### src/rtl/pipe_fetch.sv
// Instruction-fetch stage plus IF/ID register, with a req/ack instruction port
// and a single branch delay slot. Optional alignment trap: PIPE_FETCH_ALIGN_TRAP_EN.
module pipe_fetch #(
  parameter logic [31:0] RESET_PC = 32'h0000_0000
) (
  input  logic        clock,
  input  logic        resetn,
  input  logic [1:0]  pcsource,
  input  logic [31:0] bpc,
  input  logic [31:0] jpc,
  input  logic [31:0] da,
  input  logic        wpcir,
  output logic        imem_req,
  output logic [31:0] imem_addr,
  input  logic        imem_ack,
  input  logic [31:0] imem_rdata,
  output logic [31:0] pc,
  output logic [31:0] dpc4,
  output logic [31:0] inst,
  output logic        ifault
);

  localparam logic [1:0] ST_BOOT = 2'd0;
  localparam logic [1:0] ST_REQ  = 2'd1;
  localparam logic [1:0] ST_HOLD = 2'd2;

  logic [1:0]  state;
  logic [31:0] inst_buf;
  logic        redir_pend;
  logic [31:0] redir_tgt;

  logic [31:0] pc_plus4;
  logic [31:0] raw_tgt;
  logic [31:0] tgt;
  logic [31:0] next_pc;
  logic        capture;
  logic        fetch_done;

  assign pc_plus4  = pc + 32'd4;
  assign imem_req  = (state == ST_REQ);
  assign imem_addr = pc;

  // A redirect is only honoured while ID is not stalled.
  assign capture    = !wpcir && (pcsource != 2'b00);
  assign fetch_done = !wpcir && (((state == ST_REQ) && imem_ack) || (state == ST_HOLD));

  // NOTE: every signal assigned in always_comb gets a value on every path
  // (here via the default arm), otherwise synthesis infers a latch.
  always_comb begin
    case (pcsource)
      2'b01:   raw_tgt = bpc;
      2'b10:   raw_tgt = da;
      2'b11:   raw_tgt = jpc;
      default: raw_tgt = pc_plus4;
    endcase
  end

`ifdef PIPE_FETCH_ALIGN_TRAP_EN
  logic misaligned;
  assign misaligned = (raw_tgt[1:0] != 2'b00);
  assign tgt        = {raw_tgt[31:2], 2'b00};

  always_ff @(posedge clock) begin
    if (!resetn)
      ifault <= 1'b0;
    else if (capture && misaligned)
      ifault <= 1'b1;
  end
`else
  assign tgt    = raw_tgt;
  assign ifault = 1'b0;
`endif

  // A same-edge redirect beats an older pending one; otherwise fall through.
  assign next_pc = capture    ? tgt       :
                   redir_pend ? redir_tgt :
                                pc_plus4;

  // NOTE: sequential state uses non-blocking assignments so every register
  // samples the pre-edge values, independent of statement order.
  always_ff @(posedge clock) begin
    if (!resetn) begin
      state      <= ST_BOOT;
      pc         <= RESET_PC;
      dpc4       <= 32'd0;
      inst       <= 32'd0;
      inst_buf   <= 32'd0;
      redir_pend <= 1'b0;
      redir_tgt  <= 32'd0;
    end else begin
      case (state)
        ST_BOOT: state <= ST_REQ;
        ST_REQ: begin
          if (imem_ack) begin
            if (!wpcir) begin
              dpc4 <= pc_plus4;
              inst <= imem_rdata;
            end else begin
              // ID is stalled: park the word so the fetch is not lost.
              inst_buf <= imem_rdata;
              state    <= ST_HOLD;
            end
          end else if (!wpcir) begin
            inst <= 32'd0;
          end
        end
        ST_HOLD: begin
          if (!wpcir) begin
            dpc4  <= pc_plus4;
            inst  <= inst_buf;
            state <= ST_REQ;
          end
        end
        default: state <= ST_BOOT;
      endcase

      if (fetch_done) begin
        pc         <= next_pc;
        redir_pend <= 1'b0;
      end else if (capture) begin
        redir_tgt  <= tgt;
        redir_pend <= 1'b1;
      end
    end
  end

endmodule
### config.mk
export PLATFORM = sky130hd
export DESIGN_NAME = pipe_fetch
export DESIGN_NICKNAME = d
export VERILOG_FILES = /design/src/rtl/pipe_fetch.sv
export SDC_FILE = /design/constraint.sdc
export NUM_CORES = 1
export LEC_CHECK = 0
export ABC_AREA = 1
export CAP_MARGIN = 5
export CORE_MARGIN = 5
export CORE_UTILIZATION = 30
export DETAILED_ROUTE_END_ITERATION = 8
export PLACE_DENSITY = 0.52
export SYNTH_ARGS = -nofsm -noshare
export SYNTH_HDL_FRONTEND = slang
export SYNTH_SLANG_ARGS = --single-unit
export TNS_END_PERCENT = 100
### constraint.sdc
create_clock -name clock -period 2.7 [get_ports clock]
set_input_delay 0.27 -clock clock [delete_from_list [all_inputs] [get_ports clock]]
set_output_delay 0.27 -clock clock [all_outputs]
set_load 0.02 [all_outputs]
# [Yosys cells after proc, flatten, opt, wreduce, memory -nomap -nowiden]
# Cells that the tools add are included.
[word_totals] reg_bits=163 output_inout_bits=130 wordCells=48
[op_classes] reduce_logical=14 eq_ne=9 bitwise_logic=2 muxes=15 addsub=1
[op_table] op="32-bit 2-to-1 mux" n=8
[op_table] op="32-bit one-hot mux with 2 select lines" n=2
[op_table] op="32-bit one-hot mux with 3 select lines" n=1
[op_table] op="32-bit by 3-bit adder with 32-bit output, second input constant" n=1
[op_table] op="3-bit AND reduction" n=3
[op_table] op="2-bit equality test, second input constant" n=3
[op_table] op="2-bit 2-to-1 mux" n=3
[op_table] op="2-bit inequality test, second input constant" n=3
[op_table] op="2-bit one-hot mux with 3 select lines" n=1
[op_table] op="2-bit by 1-bit equality test with 1-bit output, second input constant" n=2
[op_table] op="2-bit AND reduction" n=2
[op_table] op="2-bit nonzero test" n=2
[op_table] op="1-bit logical AND" n=3
[op_table] op="2-bit zero test" n=1
[op_table] op="2-bit by 1-bit inequality test with 1-bit output, second input constant" n=1
[op_table] op="1-bit NOT" n=2
[op_table] op="2-bit OR reduction" n=1
[op_table] op="1-bit zero test" n=1
[op_table] op="1-bit logical OR" n=1

# [Depth between registers and ports, before layout]
# Gate-level depths: netlist of run 1.
[logic_depth] ltp_word=6 mapped_depth=12

# [Worst setup path after synthesis of run 1]
# No wires, ideal clock.
[synth_timing] path_type="reg-to-reg" from="reg state[1]" to="reg dpc4[26]" path_stages_with_launch=13 setup_time_ps=115 required_time_ps=2585 path_slack_ps=999 arrival_time_ps=1585 path_cell_list="dfxtp_1 inv_1 ha_1 inv_2 nor2_1 inv_1 nand2_2 inv_2 buf_6 nor2_1 nor2_1 o21ai_0 inv_1"
[synth_between] elab_chain_cells=3 elab_cells_between_ends=6 cone_classes="eq/ne: 3; mux: 1; reduce/logical: 2"
[synth_rtl] element="start: declaration" line="27" source="logic [1:0] state;"
[synth_rtl] element="start signal: assignment" line="83" source="state <= ST_BOOT;"
[synth_rtl] element="start signal: assignment" line="92" source="ST_BOOT: state <= ST_REQ;"
[synth_rtl] element="start signal: assignment" line="101" source="state <= ST_HOLD;"
[synth_rtl] element="2-bit by 1-bit equality test with 1-bit output *"
[synth_rtl] element="net imem_req" line="13" source="output logic imem_req,"
[synth_rtl] element="2-bit by 1-bit inequality test with 1-bit output (no source line) or 2-bit nonzero test (tied branches)"
[synth_rtl] element="2-bit AND reduction (no source line)"
[synth_rtl] element="end signal: assignment" line="96" source="dpc4 <= pc_plus4;"
[synth_rtl] element="end signal: assignment" line="109" source="dpc4 <= pc_plus4;"
[synth_rtl] element="end: declaration" line="18" source="output logic [31:0] dpc4,"
# The timed path passes the listed nets; every way through them passes the cells marked *.
# A chain may end at the register's enable or synchronous reset.

# [Final worst setup path of run 1]
[layout_timing] from="reg state[1]" to="out imem_req"
[layout_between] elab_chain_cells=1
[layout_rtl] element="2-bit by 1-bit equality test with 1-bit output" line="40" source="assign imem_req = (state == ST_REQ);"
[layout_rtl] element="end: declaration" line="13"
# No other way between the ends.

==> results of run 1 <==
cell type report:
type	count	area, um2
Multi-Input combinational cell	844	4270
Sequential cell	163	3260
Clock inverter	15	220
Tap cell	384	480
Clock buffer	17	425
Inverter	131	492
Timing Repair Buffer	287	2870
Fill cell	2987	16600
Yosys cell counts, types with 2 or more instances:
library cell	count
sky130_fd_sc_hd__xor2_1	8
sky130_fd_sc_hd__a211oi_2	10
sky130_fd_sc_hd__nor2_4	14
sky130_fd_sc_hd__inv_1	125
sky130_fd_sc_hd__a31oi_1	6
sky130_fd_sc_hd__buf_6	5
sky130_fd_sc_hd__buf_4	43
sky130_fd_sc_hd__buf_1	5
sky130_fd_sc_hd__o21ai_1	2
sky130_fd_sc_hd__o21ai_0	183
sky130_fd_sc_hd__nand2_4	4
sky130_fd_sc_hd__a41oi_2	2
sky130_fd_sc_hd__inv_2	6
sky130_fd_sc_hd__dfxtp_1	163
sky130_fd_sc_hd__buf_2	22
sky130_fd_sc_hd__nand3_2	2
sky130_fd_sc_hd__nor2_1	108
sky130_fd_sc_hd__ha_1	5
sky130_fd_sc_hd__a22oi_1	2
sky130_fd_sc_hd__xnor2_1	5
sky130_fd_sc_hd__nand3b_1	9
sky130_fd_sc_hd__nand2_2	7
sky130_fd_sc_hd__clkbuf_1	35
sky130_fd_sc_hd__nand2_1	235
sky130_fd_sc_hd__nor2_8	3
sky130_fd_sc_hd__nand3_1	92
sky130_fd_sc_hd__a21o_1	4
sky130_fd_sc_hd__nor3_1	3
sky130_fd_sc_hd__a21oi_1	128
stage by stage:
stage	area, um2	setup WS [ns]	power, mW
2_1_floorplan	8660	0.999	6.58
3_3_place_gp	11400	0.420	8.62
3_5_place_dp	11400	0.418	8.65
4_1_cts	12000	0.512	11.4
5_1_grt	12000	0.461	12.0
6_report	12000	0.563	11.2
where the power goes:
part           internal [mW]  leakage [nW]  total, mW  switching [mW]
clock network           1.58         0.313       2.70            1.11
logic                   2.08          3.08       4.95            2.87
registers               3.06          1.34       3.59           0.531
total                   6.72          4.73       11.2            4.51
sequential cells by signal, indices dropped and copies added, names as in the netlist:
signal / flops
redir_pend: 1
dpc4: 32
imem_addr: 32
inst_buf: 32
state: 2
inst: 32
redir_tgt: 32
how the worst min path moves through the flow:
stage	startpoint	end	slack, ns	depth (start not counted)
CTS	resetn	inst[7]$_SDFFE_PN0P_	0.41	4
global placement	inst[2]$_SDFFE_PN0P_	inst[2]$_SDFFE_PN0P_	0.43	2
finish	resetn	inst_buf[4]$_SDFFE_PN0P_	0.42	4
floorplan	inst_buf[0]$_SDFFE_PN0P_	inst_buf[0]$_SDFFE_PN0P_	0.42	2
detailed placement	inst[16]$_SDFFE_PN0P_	inst[16]$_SDFFE_PN0P_	0.44	2
global route	resetn	imem_addr[18]$_SDFFE_PN0P_	0.45	4
critical path, delay by kind of cell (launching register included):
kind	cells	cell delay [ns]
flip-flops	1	0.31
adder cells (fa/ha/maj)	1	0.32
buffers and inverters	2	0.80
kinds of logic after synthesis:
kind of cell | synth area share (%)
AND/OR/NAND/NOR | 25.1
XOR/XNOR | 1.50
other | 0.0433
flip-flops | 37.7
AO/OA/AOI/OAI | 21.8
buffers and inverters | 13.1
adder cells (fa/ha/maj) | 0.723
metal layers:
| metal | vias to the layer above | global-route usage, % | part of all wire, % |
|---|---|---|---|
| met3 | 31 | 4.00 | 5.0 |
| met4 | 0 | 4.94 | 2.2 |
| met2 | 234 | 30.4 | 48 |
| met5 | - | 0 | 0 |
| li1 | 4426 | - | - |
| met1 | 3930 | 22.6 | 45 |
==> qor.tcl, run 1 <==
set qor(final_min_period_over_clock_period_pct) 79.2
set qor(report.final.setup_viol) 0
set qor(first_pass_iters) 5
set qor(seq_area_frac_synth_pct) 37.7
set qor(max-cap-violations) 0
set qor(cts_htree_levels) 4
set qor(holdCritPathClass) {input port to register}
set qor(crit-reg2reg-capture) {dpc4[30]$_SDFFE_PN0P_}
set qor(rr_startpoint) {imem_addr[2]$_SDFFE_PN0P_}
set qor(netlist_area_mm2) 0.00866
set qor(largest_net_degree_at_the_start_of_global_routing) 117
set qor(synth.lib_cells_used.distinct) 41
set qor(outcome) {completed}
set qor(die_width_um) 180
set qor(layout.cells.most_common) {sky130_fd_sc_hd__clkdlybuf4s50_1}
set qor(antenna_found_initial) 0
set qor(portBuffers) 262
set qor(drt-initial-drc-count) 488
set qor(hold_viol_final) 0
set qor(worst_setup_hold_path_clk_slew_ns) 0.07
set qor(postRouteWirelength_mm) 29.3
set qor(synthesis.nets) 1387
set qor(fin_worst_hold_slack_ns) 0.419
set qor(design.die.area_mm2) 0.0323
set qor(static-leakage-power_nw) 4.73
set qor(place_hpwl_mm) 21.7
set qor(clock-root-buffer) {sky130_fd_sc_hd__clkbuf_16}
set qor(async_flop_share_pct) 0
set qor(timing_worst_slew_pin_value_ns) 0.655
set qor(skew_ns) 0.0114
set qor(routabilityCongestion) 0.843
set qor(area_growth_pct) 38.8
set qor(placementRows) 62
set qor(antenna_left) 0
set qor(synth_register_bits) 163
set qor(r2r_cells) 10
set qor(numCtsBuffers) 17
set qor(postCtsSetupRepairBufs) 0
set qor(drt_wl_cell_um) 15.9
set qor(drt-vias-per-instance) 4.68
set qor(p_per_area_mw_per_mm2) 935
set qor(io_pins) 264
set qor(cts-resized-gates) 0
set qor(first_pass_grt_wire_length_mm) 46.8
set qor(achievable-frequency_mhz) 468
set qor(netlist.area_leader.share_pct) 37.7
set qor(dominantRegCellSynth) {sky130_fd_sc_hd__dfxtp_1}
set qor(worst_ir_drop_vdd_mv) 0.522
set qor(maxSlewViolCount) 0
set qor(layoutNonFillerInstCount) 1841
set qor(slew_headroom_pct) 56.3
set qor(final_core_utilization_pct) 42.0
set qor(syn_avg_cell_area_um2) 6.94
set qor(antenna_cells_inserted) 0
set qor(clock_sink_count) 163
set qor(synth.area.top_cells) {sky130_fd_sc_hd__dfxtp_1, sky130_fd_sc_hd__o21ai_0, sky130_fd_sc_hd__nand2_1, sky130_fd_sc_hd__a21oi_1, sky130_fd_sc_hd__inv_1}
set qor(timing.critical_path.required_ns) 2.43
set qor(start_kind) {register}
set qor(critPathMaxStageDelay_ns) 0.69
set qor(setup.worst_path.end) {imem_req}
set qor(clk-insertion-delay-late_ns) 0.43
set qor(worst-r2r-setup-slack_ns) 0.78
set qor(worstSetupStartpoint) {state[1]$_SDFFE_PN0P_}
set qor(max-clock-path-buffers) 2
set qor(worst-endpoint-arrival_ns) 1.87
set qor(rsz0062_at_grt) {false}
set qor(via_count) 8621
set qor(worst_path_cell_with_the_longest_stage_delay) {sky130_fd_sc_hd__clkdlybuf4s50_1}
set qor(yosysTopAreaCell) {sky130_fd_sc_hd__dfxtp_1}
set qor(initial_utilization_pct) 30.2
set qor(drc_errors) 0
set qor(synth_cells) 1248
set qor(path_class) {register to output port}
set qor(global_route.usage.total_pct) 17.8
set qor(endpoint_kind) {output port}
set qor(via_count_of_the_first_global_routing_pass) 8303
set qor(holdBufCountCts) 0
set qor(globalRouteOverflowTotal) 0
set qor(number_of_flops_mapped_to_enable_cells_by_yosys) 0
set qor(die-height_um) 180
set qor(critical_path.max_fanout) 4
set qor(cts_tree) {done}
set qor(ys_warn_count) 0
set qor(total_negative_slack_for_setup_checks_ns) 0
set qor(path_cells) {inv_1 > ha_1 > clkdlybuf4s50_1}
set qor(floorplan.core_area_mm2) 0.0286
set qor(layout.cells.most_common_list) {sky130_fd_sc_hd__clkdlybuf4s50_1, sky130_fd_sc_hd__nand2_1, sky130_fd_sc_hd__o21ai_0, sky130_fd_sc_hd__dfxtp_1, sky130_fd_sc_hd__a21oi_1}
set qor(drive_above_1_share_pct) 7.82
set qor(min_period_ns) 2.14
set qor(placedCellCount) 1809
set qor(finish.net_count) 1583
No activity file was read; power rests on OpenSTA's default activity.
==> inputs of run 2 (changes only) <==
- PLACE_DENSITY: 0.52 -> 0.54
- clock period: 2.7 -> 1.9 ns (I/O delays scaled with it)
==> run 2 against run 1 <==
Routed wire length down 2.5%. Critical path depth down 2. Critical path type unchanged. Non-clock buffer count up 42. Sequential power up 39%. Largest power group unchanged. Clock skew up 0.0058 ns. First-iteration DRC count up 11%. Via count up 0.65%. Worst setup slack worse by 0.47 ns. Critical endpoint is now imem_addr[9].
==> qor.tcl, run 2 (synthesis results as in run 1) <==
set qor(portBuffers) 262 ;# unchanged
set qor(placementRows) 62 ;# unchanged
set qor(final_design_area_no_fill_mm2) 0.0124 ;# +2.9%
set qor(antenna_cells_inserted) 0 ;# unchanged
set qor(critical_path.max_fanout) 6 ;# +2
set qor(dpl_cell_area_mm2) 0.0118 ;# +3.5%
set qor(path_class) {register to output port}
set qor(r2r_cells) 8 ;# -2
set qor(via_count_of_the_first_global_routing_pass) 8475 ;# +2.1%
set qor(skew_ns) 0.0173 ;# +0.00582 ns
set qor(report.final.setup_viol) 0 ;# unchanged
set qor(drt-initial-drc-count) 542 ;# +11%
set qor(layoutNonFillerInstCount) 1882 ;# +2.2%
set qor(preCtsSetupSlack_ns) -0.201 ;# -0.619 ns
set qor(worstPathBufferInverterCount) 1 ;# -1
set qor(fin_worst_hold_slack_ns) 0.189 ;# -0.230 ns
set qor(placedCellCount) 1851 ;# +2.3%
set qor(holdBufCountCts) 0 ;# unchanged
set qor(worst_setup_hold_path_clk_slew_ns) 0.08 ;# about the same
set qor(outcome) {completed}
set qor(die_width_um) 180 ;# unchanged
set qor(antenna_found_initial) 0 ;# unchanged
set qor(start_kind) {register}
set qor(worst-endpoint-arrival_ns) 1.62 ;# -0.25 ns
set qor(path_cells) {clkdlybuf4s50_1}
set qor(hold_viol_final) 0 ;# unchanged
set qor(worst_ir_drop_vdd_mv) 0.682 ;# +31%
set qor(min_period_ns) 1.81
set qor(final_min_period_over_clock_period_pct) 95.0
set qor(static-leakage-power_nw) 4.94 ;# +4.5%
set qor(holdCritPathClass) {input port to register}
set qor(cts_tree) {done}
set qor(endpoint_kind) {output port}
set qor(layout.cells.most_common) {sky130_fd_sc_hd__clkdlybuf4s50_1}
set qor(worst-path-stages) 1 ;# -2
set qor(final_core_utilization_pct) 43.2 ;# +1.2 points
set qor(place_hpwl_mm) 21.6 ;# -0.26%
set qor(critPathMaxStageDelay_ns) 0.68 ;# about the same
set qor(drive_above_1_share_pct) 10.5 ;# +2.7 points
set qor(numCtsBuffers) 17 ;# unchanged
set qor(drt-vias-per-instance) 4.61 ;# -1.5%
set qor(first_pass_iters) 5 ;# unchanged
set qor(area_growth_pct) 42.9
set qor(first_pass_grt_wire_length_mm) 46.5 ;# -0.62%
set qor(total_negative_slack_for_setup_checks_ns) 0 ;# unchanged
set qor(cts-resized-gates) 1 ;# +1
set qor(floorplan.core_area_mm2) 0.0286 ;# unchanged
set qor(clk-insertion-delay-late_ns) 0.43 ;# about the same
set qor(initial_utilization_pct) 30.2 ;# unchanged
set qor(via_count) 8677 ;# +0.65%
set qor(final.setup.worst_slack_ns) 0.0946 ;# -0.468 ns
set qor(globalRouteOverflowTotal) 0 ;# unchanged
set qor(clock-root-buffer) {sky130_fd_sc_hd__clkbuf_16}
set qor(postRouteWirelength_mm) 28.6 ;# -2.5%
set qor(timing_worst_slew_pin_value_ns) 0.644 ;# -0.0109 ns
set qor(routabilityCongestion) 0.841 ;# -0.24%
set qor(achievable-frequency_mhz) 554
set qor(p_per_area_mw_per_mm2) 1280 ;# +37%
set qor(rsz0062_at_grt) {false}
set qor(drt_wl_cell_um) 15.2 ;# -4.7%
set qor(worst_path_cell_with_the_longest_stage_delay) {sky130_fd_sc_hd__clkdlybuf4s50_1}
set qor(finalPower_mw) 15.9 ;# +41%
set qor(timing.critical_path.max_delay_family) {buffers and inverters}
set qor(antenna_left) 0 ;# unchanged
set qor(maxSlewViolCount) 0 ;# unchanged
set qor(global_route.usage.total_pct) 17.6 ;# -0.19 points
set qor(io_pins) 264 ;# unchanged
set qor(max-cap-violations) 0 ;# unchanged
set qor(min_path_cells) 3 ;# -1
set qor(largest_net_degree_at_the_start_of_global_routing) 65 ;# -44%
set qor(drc_errors) 0 ;# unchanged
set qor(timing.critical_path.required_ns) 1.71 ;# -0.72 ns
set qor(finish.net_count) 1625 ;# +2.7%
set qor(die-height_um) 180 ;# unchanged
set qor(max-clock-path-buffers) 2 ;# unchanged
set qor(clock_sink_count) 163 ;# unchanged
set qor(layout.cells.most_common_list) {sky130_fd_sc_hd__clkdlybuf4s50_1, sky130_fd_sc_hd__nand2_1, sky130_fd_sc_hd__o21ai_0, sky130_fd_sc_hd__dfxtp_1, sky130_fd_sc_hd__a21oi_1}
set qor(slew_headroom_pct) 57.1 ;# +0.73 points
set qor(design.die.area_mm2) 0.0323 ;# unchanged
set qor(cts_htree_levels) 4 ;# unchanged
set qor(postCtsSetupRepairBufs) 0 ;# unchanged
==> run 2: changes by cell type in the layout (fill, tap and decap cells not counted), sizes merged <==
cell	change
clkdlybuf4s50	-1
bufinv	-2
clkdlybuf4s15	+1
inv	-1
clkinvlp	+2
clkinv	-1
clkbuf	+1
buf	+42
==> run 2: routing by layer <==
layer / wire [um] / vias up / track usage, %
met2: 14100 / 237 / 30.6
met3: 1600 / 20 / 4.24
li1: - / 4502 / -
met1: 12500 / 3918 / 22.1
met4: 420 / 0 / 4.02
met5: 0 / - / 0
==> run 2: worst paths after layout <==
check                                                from                    endpoint  slack [ns]
worst max-delay path            imem_addr[9]$_SDFFE_PN0P_                imem_addr[9]        0.09
worst min-delay path                               resetn  imem_addr[19]$_SDFFE_PN0P_        0.19
worst max register to register      state[0]$_SDFFE_PN0P_  redir_tgt[10]$_SDFFE_PN0P_        0.14
worst min register to register      inst[20]$_SDFFE_PN0P_       inst[20]$_SDFFE_PN0P_        0.44
==> run 2: area by class of cell <==
type | instances | area, um2
Clock inverter | 13 | 149
Fill cell | 2912 | 16300
Timing Repair Buffer | 329 | 3270
Clock buffer | 18 | 439
Inverter | 131 | 495
Multi-Input combinational cell | 844 | 4270
Tap cell | 384 | 480
Sequential cell | 163 | 3260
==> run 2: power breakdown <==
group	internal, mW	switching [mW]
Clock	1.99	1.52
Combinational	3.20	4.19
Sequential	4.35	0.629
Total	9.54	6.34
==> run 2: worst register-to-register path: cells and delay by family (launching register included) <==
family          cells  cell delay [ns]
buf+inv             3             0.54
simple gates        2             0.26
fa+ha+maj           1             0.25
flops               1             0.36
compound gates      2             0.23
